## config.mk

```make
export PLATFORM = sky130hd
export DESIGN_NAME = i2s_rx_deserializer_flat
export DESIGN_NICKNAME = d
export VERILOG_FILES = /design/src/rtl/i2s_rx_deserializer_if.sv /design/src/rtl/i2s_rx_deserializer.sv /design/src/flat_wrapper.sv
export SDC_FILE = /design/constraint.sdc
export NUM_CORES = 1
export LEC_CHECK = 0
export CORE_UTILIZATION = 57
export DETAILED_ROUTE_END_ITERATION = 10
export PLACE_DENSITY = 0.84
export SLEW_MARGIN = 10
export SYNTH_ARGS = -nofsm -noshare
export SYNTH_HDL_FRONTEND = slang
export SYNTH_SLANG_ARGS = --single-unit
```

## constraint.sdc

```tcl
create_clock -name clk_i -period 4.38 [get_ports clk_i]
set_clock_uncertainty 0.15 [all_clocks]
set_input_delay 0.438 -clock clk_i [delete_from_list [all_inputs] [get_ports clk_i]]
set_output_delay 0.438 -clock clk_i [all_outputs]
set_load 0.005 [all_outputs]
```

## src/rtl/i2s_rx_deserializer_if.sv

```systemverilog
// I2S receive bundle: serial lines in, stereo sample pair with valid/ready out.
// master = deserializer side, slave = line driver / sample consumer side.
interface i2s_rx_deserializer_if #(
    parameter int SAMPLE_WIDTH = 24
);
    logic                           sck_i;
    logic                           ws_i;
    logic                           sd_i;
    logic signed [SAMPLE_WIDTH-1:0] left_o;
    logic signed [SAMPLE_WIDTH-1:0] right_o;
    logic                           valid_o;
    logic                           ready_i;
    logic                           frame_err_o;
    logic                           ovf_o;
    logic [15:0]                    ovf_cnt_o;

    modport master (
        input  sck_i, ws_i, sd_i, ready_i,
        output left_o, right_o, valid_o, frame_err_o, ovf_o, ovf_cnt_o
    );

    modport slave (
        output sck_i, ws_i, sd_i, ready_i,
        input  left_o, right_o, valid_o, frame_err_o, ovf_o, ovf_cnt_o
    );
endinterface

```

## src/rtl/i2s_rx_deserializer.sv

```systemverilog
// I2S receiver: deserializes MSB-first stereo samples into a valid/ready pair; pair valid 1 clk after last right bit.
// A completed pair arriving while the held one is unaccepted is dropped (ovf). Macro I2S_RX_OVF_CNT_EN adds the drop counter.
module i2s_rx_deserializer #(
    parameter int   SAMPLE_WIDTH = 24,
    parameter int   SLOT_BITS    = 32,
    parameter logic WS_POL       = 1'b0
) (
    input  logic                  clk_i,
    input  logic                  rst_ni,
    input  logic                  en_i,
    i2s_rx_deserializer_if.master bus
);
    typedef enum logic [1:0] {ST_SYNC, ST_LEFT, ST_RIGHT} state_e;

    localparam int             CW     = $clog2(SLOT_BITS + 1);
    localparam logic [CW-1:0]  SLOT_C = CW'(SLOT_BITS);
    localparam logic [CW-1:0]  SW_C   = CW'(SAMPLE_WIDTH);

    state_e                  state_q, state_d;
    logic                    sck_q, sck_d;
    logic                    ws_prev_q, ws_prev_d;
    logic [CW-1:0]           cnt_q, cnt_d, cnt_inc;
    logic [SAMPLE_WIDTH-1:0] shl_q, shl_d;
    logic [SAMPLE_WIDTH-1:0] shr_q, shr_d;
    logic [SAMPLE_WIDTH-1:0] left_q, left_d;
    logic [SAMPLE_WIDTH-1:0] right_q, right_d;
    logic                    valid_q, valid_d;
    logic                    frame_err_q, frame_err_d;
    logic                    ovf_q, ovf_d;
    logic                    sck_rise, ws_edge, complete;

    always_comb begin
        state_d     = state_q;
        sck_d       = bus.sck_i;
        ws_prev_d   = ws_prev_q;
        cnt_d       = cnt_q;
        shl_d       = shl_q;
        shr_d       = shr_q;
        left_d      = left_q;
        right_d     = right_q;
        valid_d     = valid_q;
        frame_err_d = 1'b0;
        ovf_d       = 1'b0;
        complete    = 1'b0;

        sck_rise = bus.sck_i & ~sck_q;
        ws_edge  = sck_rise & (bus.ws_i != ws_prev_q);
        cnt_inc  = (cnt_q == SLOT_C) ? cnt_q : cnt_q + CW'(1);

        // WS history keeps tracking while disabled so re-enable sees a true edge
        if (sck_rise) begin
            ws_prev_d = bus.ws_i;
        end

        if (!en_i) begin
            state_d = ST_SYNC;
            cnt_d   = '0;
            shl_d   = '0;
            shr_d   = '0;
        end else if (ws_edge) begin
            // the edge rise carries the previous word's LSB (one-bit delay): no shift
            cnt_d = '0;
            case (state_q)
                ST_SYNC: begin
                    if (bus.ws_i == WS_POL) begin
                        state_d = ST_LEFT;
                    end
                end
                ST_LEFT, ST_RIGHT: begin
                    if (cnt_q < SW_C) begin
                        frame_err_d = 1'b1;
                        state_d     = ST_SYNC;
                    end else begin
                        state_d = (bus.ws_i == WS_POL) ? ST_LEFT : ST_RIGHT;
                    end
                end
                default: state_d = ST_SYNC;
            endcase
        end else if (sck_rise) begin
            cnt_d = cnt_inc;
            if (cnt_inc <= SW_C) begin
                if (state_q == ST_LEFT) begin
                    shl_d = {shl_q[SAMPLE_WIDTH-2:0], bus.sd_i};
                end
                if (state_q == ST_RIGHT) begin
                    shr_d = {shr_q[SAMPLE_WIDTH-2:0], bus.sd_i};
                    complete = (cnt_inc == SW_C);
                end
            end
        end

        if (valid_q && bus.ready_i) begin
            valid_d = 1'b0;
        end

        if (complete) begin
            if (!valid_q || bus.ready_i) begin
                left_d  = shl_q;
                right_d = {shr_q[SAMPLE_WIDTH-2:0], bus.sd_i};
                valid_d = 1'b1;
            end else begin
                ovf_d = 1'b1;
            end
        end
    end

    always_ff @(posedge clk_i or negedge rst_ni) begin
        if (!rst_ni) begin
            state_q     <= ST_SYNC;
            sck_q       <= 1'b0;
            ws_prev_q   <= WS_POL;
            cnt_q       <= '0;
            shl_q       <= '0;
            shr_q       <= '0;
            left_q      <= '0;
            right_q     <= '0;
            valid_q     <= 1'b0;
            frame_err_q <= 1'b0;
            ovf_q       <= 1'b0;
        end else begin
            state_q     <= state_d;
            sck_q       <= sck_d;
            ws_prev_q   <= ws_prev_d;
            cnt_q       <= cnt_d;
            shl_q       <= shl_d;
            shr_q       <= shr_d;
            left_q      <= left_d;
            right_q     <= right_d;
            valid_q     <= valid_d;
            frame_err_q <= frame_err_d;
            ovf_q       <= ovf_d;
        end
    end

`ifdef I2S_RX_OVF_CNT_EN
    logic [15:0] ovf_cnt_q, ovf_cnt_d;

    always_comb begin
        ovf_cnt_d = ovf_cnt_q;
        if (ovf_d && (ovf_cnt_q != 16'hFFFF)) begin
            ovf_cnt_d = ovf_cnt_q + 16'd1;
        end
    end

    always_ff @(posedge clk_i or negedge rst_ni) begin
        if (!rst_ni) begin
            ovf_cnt_q <= '0;
        end else begin
            ovf_cnt_q <= ovf_cnt_d;
        end
    end

    assign bus.ovf_cnt_o = ovf_cnt_q;
`else
    assign bus.ovf_cnt_o = '0;
`endif

    assign bus.left_o      = left_q;
    assign bus.right_o     = right_q;
    assign bus.valid_o     = valid_q;
    assign bus.frame_err_o = frame_err_q;
    assign bus.ovf_o       = ovf_q;

endmodule
```

## src/flat_wrapper.sv

```systemverilog
// flat-port wrapper written by rule: the top's interface ports become plain ports
module i2s_rx_deserializer_flat 
#(
    parameter int   SAMPLE_WIDTH = 24,
    parameter int   SLOT_BITS    = 32,
    parameter logic WS_POL       = 1'b0
)
  (clk_i, rst_ni, en_i, bus_sck_i, bus_ws_i, bus_sd_i, bus_ready_i, bus_left_o, bus_right_o, bus_valid_o, bus_frame_err_o, bus_ovf_o, bus_ovf_cnt_o);
  i2s_rx_deserializer_if #(.SAMPLE_WIDTH(SAMPLE_WIDTH)) bus_i ();
  input  logic clk_i;
  input  logic rst_ni;
  input  logic en_i;
  input wire logic [$bits(bus_i.sck_i)-1:0] bus_sck_i;
  input wire logic [$bits(bus_i.ws_i)-1:0] bus_ws_i;
  input wire logic [$bits(bus_i.sd_i)-1:0] bus_sd_i;
  input wire logic [$bits(bus_i.ready_i)-1:0] bus_ready_i;
  output wire logic [$bits(bus_i.left_o)-1:0] bus_left_o;
  output wire logic [$bits(bus_i.right_o)-1:0] bus_right_o;
  output wire logic [$bits(bus_i.valid_o)-1:0] bus_valid_o;
  output wire logic [$bits(bus_i.frame_err_o)-1:0] bus_frame_err_o;
  output wire logic [$bits(bus_i.ovf_o)-1:0] bus_ovf_o;
  output wire logic [$bits(bus_i.ovf_cnt_o)-1:0] bus_ovf_cnt_o;
  assign bus_i.sck_i = bus_sck_i;
  assign bus_i.ws_i = bus_ws_i;
  assign bus_i.sd_i = bus_sd_i;
  assign bus_i.ready_i = bus_ready_i;
  assign bus_left_o = bus_i.left_o;
  assign bus_right_o = bus_i.right_o;
  assign bus_valid_o = bus_i.valid_o;
  assign bus_frame_err_o = bus_i.frame_err_o;
  assign bus_ovf_o = bus_i.ovf_o;
  assign bus_ovf_cnt_o = bus_i.ovf_cnt_o;
  i2s_rx_deserializer #(.SAMPLE_WIDTH(SAMPLE_WIDTH), .SLOT_BITS(SLOT_BITS), .WS_POL(WS_POL)) u_core (.clk_i(clk_i), .rst_ni(rst_ni), .en_i(en_i), .bus(bus_i));
endmodule
```

==> flow_metrics.py <==
metrics = {
    "outcome": {
        "run_status": "completed",
    },
    "critical_path": {
        "r2r_slack_ps": 1360,
        "worst_path_max_delay_cell": "or4b_4",
        "worstReg2RegEnd": "u_core.bus.right_o[2]",
        "worst-path-max-fanout": 48,
        "slowest_delay_ps": 860,
        "type_of_the_worst_setup_path": "in2reg",
        "worst_r2r_startpoint": "u_core.cnt_q[0]",
        "critPathCapture": "u_core.bus.right_o[2]",
        "rr_worst_depth": 6,
        "critPathRequiredTime_ps": 4490,
        "worst_setup_path_start_kind": "primary input",
        "worst-endpoint-arrival_ps": 3130,
        "cell_by_cell_listing_of_the_critical_path": "clkdlybuf4s50_1, nor2b_1, and3_1, nand2_1, or4b_4, mux2_4",
        "setup.worst_path.end_class": "flip-flop",
        "cp-startpoint": "bus_sck_i",
    },
    "logic_synthesis": {
        "post_synth_edffs": 0,
        "synthMostInstantiatedCell": "dfrtp_1",
        "synth.cell_area_um2": 4620,
        "syn-instance-count": 344,
        "ys_seq_elements": 108,
        "synth_seq_area_share": 0.585,
        "synth-async-reset-ratio": 1.00,
        "yosys_warnings": 0,
        "post_synth_num_cell_types": 40,
        "most_area_hungry_cell_type_in_the_yosys_netlist": "dfrtp_1",
        "synthDominantCellAreaShare": 0.585,
        "synth.top_cells.by_count": "108 x dfrtp_1, 35 x nand2_1, 29 x mux2_2",
        "ys_top_cells_by_area": "dfrtp_1 59%, mux2_2 7.1%, mux2_4 6.5%",
        "synth.avg_cell_area_um2": 13.4,
        "synth_flop_cell": "dfrtp_1",
    },
    "floorplan": {
        "num_rows": 32,
        "initial_core_utilization": 0.594,
        "dieArea_um2": 8460,
        "design.portCount": 74,
        "core_area_um2": 7770,
        "floorplan.die.width_um": 92,
        "chipHeight_um": 92,
    },
    "global_route": {
        "pin_count_of_the_biggest_net_entering_global_routing": 81,
        "grt_antenna_before_repair": 0,
        "wire_length_of_the_first_global_routing_pass_mm": 13.4,
        "grt_pass1_vias": 2684,
        "global_route.usage.total": 0.203,
        "grt_residual_overflow": 0,
    },
    "detailed_routing": {
        "wl_per_cell_um": 15.9,
        "drc_violations_left": 0,
        "num_vias": 2788,
        "detail_route.vias_per_cell": 5.55,
        "route.antenna.remaining_nets": 0,
        "drt_iter0_drc": 158,
        "finalWirelength_mm": 7.96,
        "detailedRoute.firstPassIterationCount": 4,
    },
    "sta": {
        "period_utilization": 0.690,
        "timing.final.ws_setup_ps": 1360,
        "hold_violations": 0,
        "final-max-slew-violation-count": 0,
        "clock.fmax_mhz": 331,
        "setup_violations": 0,
        "slew_headroom": 0.345,
        "grt_setup_unrepaired": "no",
        "tightest_slew_ps": 982,
        "period_needed_ps": 3020,
        "totalNegativeSetupSlack_ps": 0,
    },
    "power": {
        "power.leakage_uw": 0.00258,
        "power.density_nw_per_um2": 306,
        "power_uw": 1640,
        "max-vdd-ir-drop_mv": 0.182,
    },
    "clock_network": {
        "ctsHoldBuffers": 0,
        "clk_sinks": 108,
        "path_clk_slew_ps": 100,
        "post-cts-setup-buffers": 0,
        "cts_tree": "done",
        "cts_made_buffers": 9,
        "htree_num_levels": 3,
        "cts_root_buf": "clkbuf_8",
        "insertion_delay_ps": 370,
        "cts_repair_resize_count": 0,
        "clock_tree.buffer_depth": 2,
    },
    "finish": {
        "finalInstanceArea_um2": 5370,
        "nNetsFinal": 408,
        "antenna_cells_inserted": 0,
        "final_cells": 502,
        "layout-drive-gt1-share": 0.198,
        "syn2layout_area_growth_pct": 16.3,
    },
    "min_path": {
        "hold_path.class": "in2async",
    },
    "placement": {
        "dp_slack_ps": 995,
        "post-place-cells": 486,
        "globalplace.congestion": 0.877,
        "dp_area_um2": 5180,
        "hpwl_mm": 5.28,
        "port-buffer-count": 57,
    },
    "run": {
        "max-cap-violations": 0,
    },
}
[flip-flops by register name, indices dropped and copies added (netlist names)]
name,count
u_core.bus.frame_err_o,1
u_core.bus.left_o,24
u_core.bus.ovf_o,1
u_core.bus.right_o,24
u_core.bus.valid_o,1
u_core.cnt_q,6
u_core.sck_q,1
u_core.shl_q,24
u_core.shr_q,23
u_core.state_q,2
u_core.ws_prev_q,1
[worst min path at each step]
| stage | startpoint | cells after the start | slack, ps | to |
|---|---|---|---|---|
| 2_1_floorplan | rst_ni | 0 | -8 | u_core.bus.frame_err_o |
| 3_3_place_gp | u_core.shr_q[22] | 1 | 340 | u_core.shr_q[22] |
| 6_report | rst_ni | 1 | 70 | u_core.bus.right_o[11] |
| 5_1_grt | rst_ni | 1 | 130 | u_core.bus.right_o[11] |
| 4_1_cts | rst_ni | 1 | 90 | u_core.bus.right_o[10] |
| 3_5_place_dp | u_core.bus.left_o[13] | 1 | 340 | u_core.bus.left_o[13] |
[metal layers]
layer | global-route usage | part of all wire
met1 | 0.301 | 0.47
met3 | 0.0481 | 0.043
met4 | 0.0508 | 0.0064
met5 | 0 | 0
met2 | 0.305 | 0.48
[layout by cell type (no fill, tap or decap), types with 5 or more instances in the layout]
cell             instances
dfrtp_1                108
clkdlybuf4s50_1         56
nand2_1                 35
mux2_2                  29
a22o_1                  25
o2bb2ai_1               24
mux2_4                  20
conb_1                  16
clkbuf_8                10
nand3_1                  8
nor2b_1                  6
o21ai_0                  6
ha_1                     6
buf_4                    6
inv_1                    5
[per-stage QoR]
stage	hold slack [ps]	utilization
after CTS	91.2	0.692
after global routing	127	0.692
after floorplan	-7.59	-
final	72.2	0.692
after global placement	338	0.667
after detailed placement	343	0.667
[logic make-up (layout without fill, tap and decap cells)]
| kind of cell | Yosys count | count (layout) | share of synthesized area |
|---|---|---|---|
| other cells | 1 | 16 | 0.000812 |
| simple gates | 69 | 69 | 0.0781 |
| compound gates | 66 | 66 | 0.121 |
| xor+xnor | 3 | 3 | 0.00732 |
| buf+inv | 42 | 83 | 0.0558 |
| flops | 108 | 108 | 0.585 |
| mux | 49 | 49 | 0.136 |
| fa+ha+maj | 6 | 6 | 0.0163 |
[final cells by class]
class / instances / area, µm²
Clock buffer: 10 / 138
Inverter: 5 / 18.8
Clock inverter: 6 / 51.3
Multi-Input combinational cell: 209 / 1730
Tap cell: 102 / 128
Timing Repair Buffer: 62 / 606
Sequential cell: 108 / 2700
Fill cell: 558 / 2400
[worst max-delay path: cells and delay by family]
kind / cells / cell delay (ps)
and+or+nand+nor: 4 / 1760
buffers and inverters: 1 / 470
muxes: 1 / 420
[report_power, final]
group	total, µW	internal (µW)	leakage [µW]	switching, µW
Combinational	59.4	16.2	0.000976	43.2
Clock	578	234	0.000100	344
Sequential	1000	999	0.00150	3.94
Total	1640	1250	0.00258	392
No activity file was read; power rests on OpenSTA's default activity.
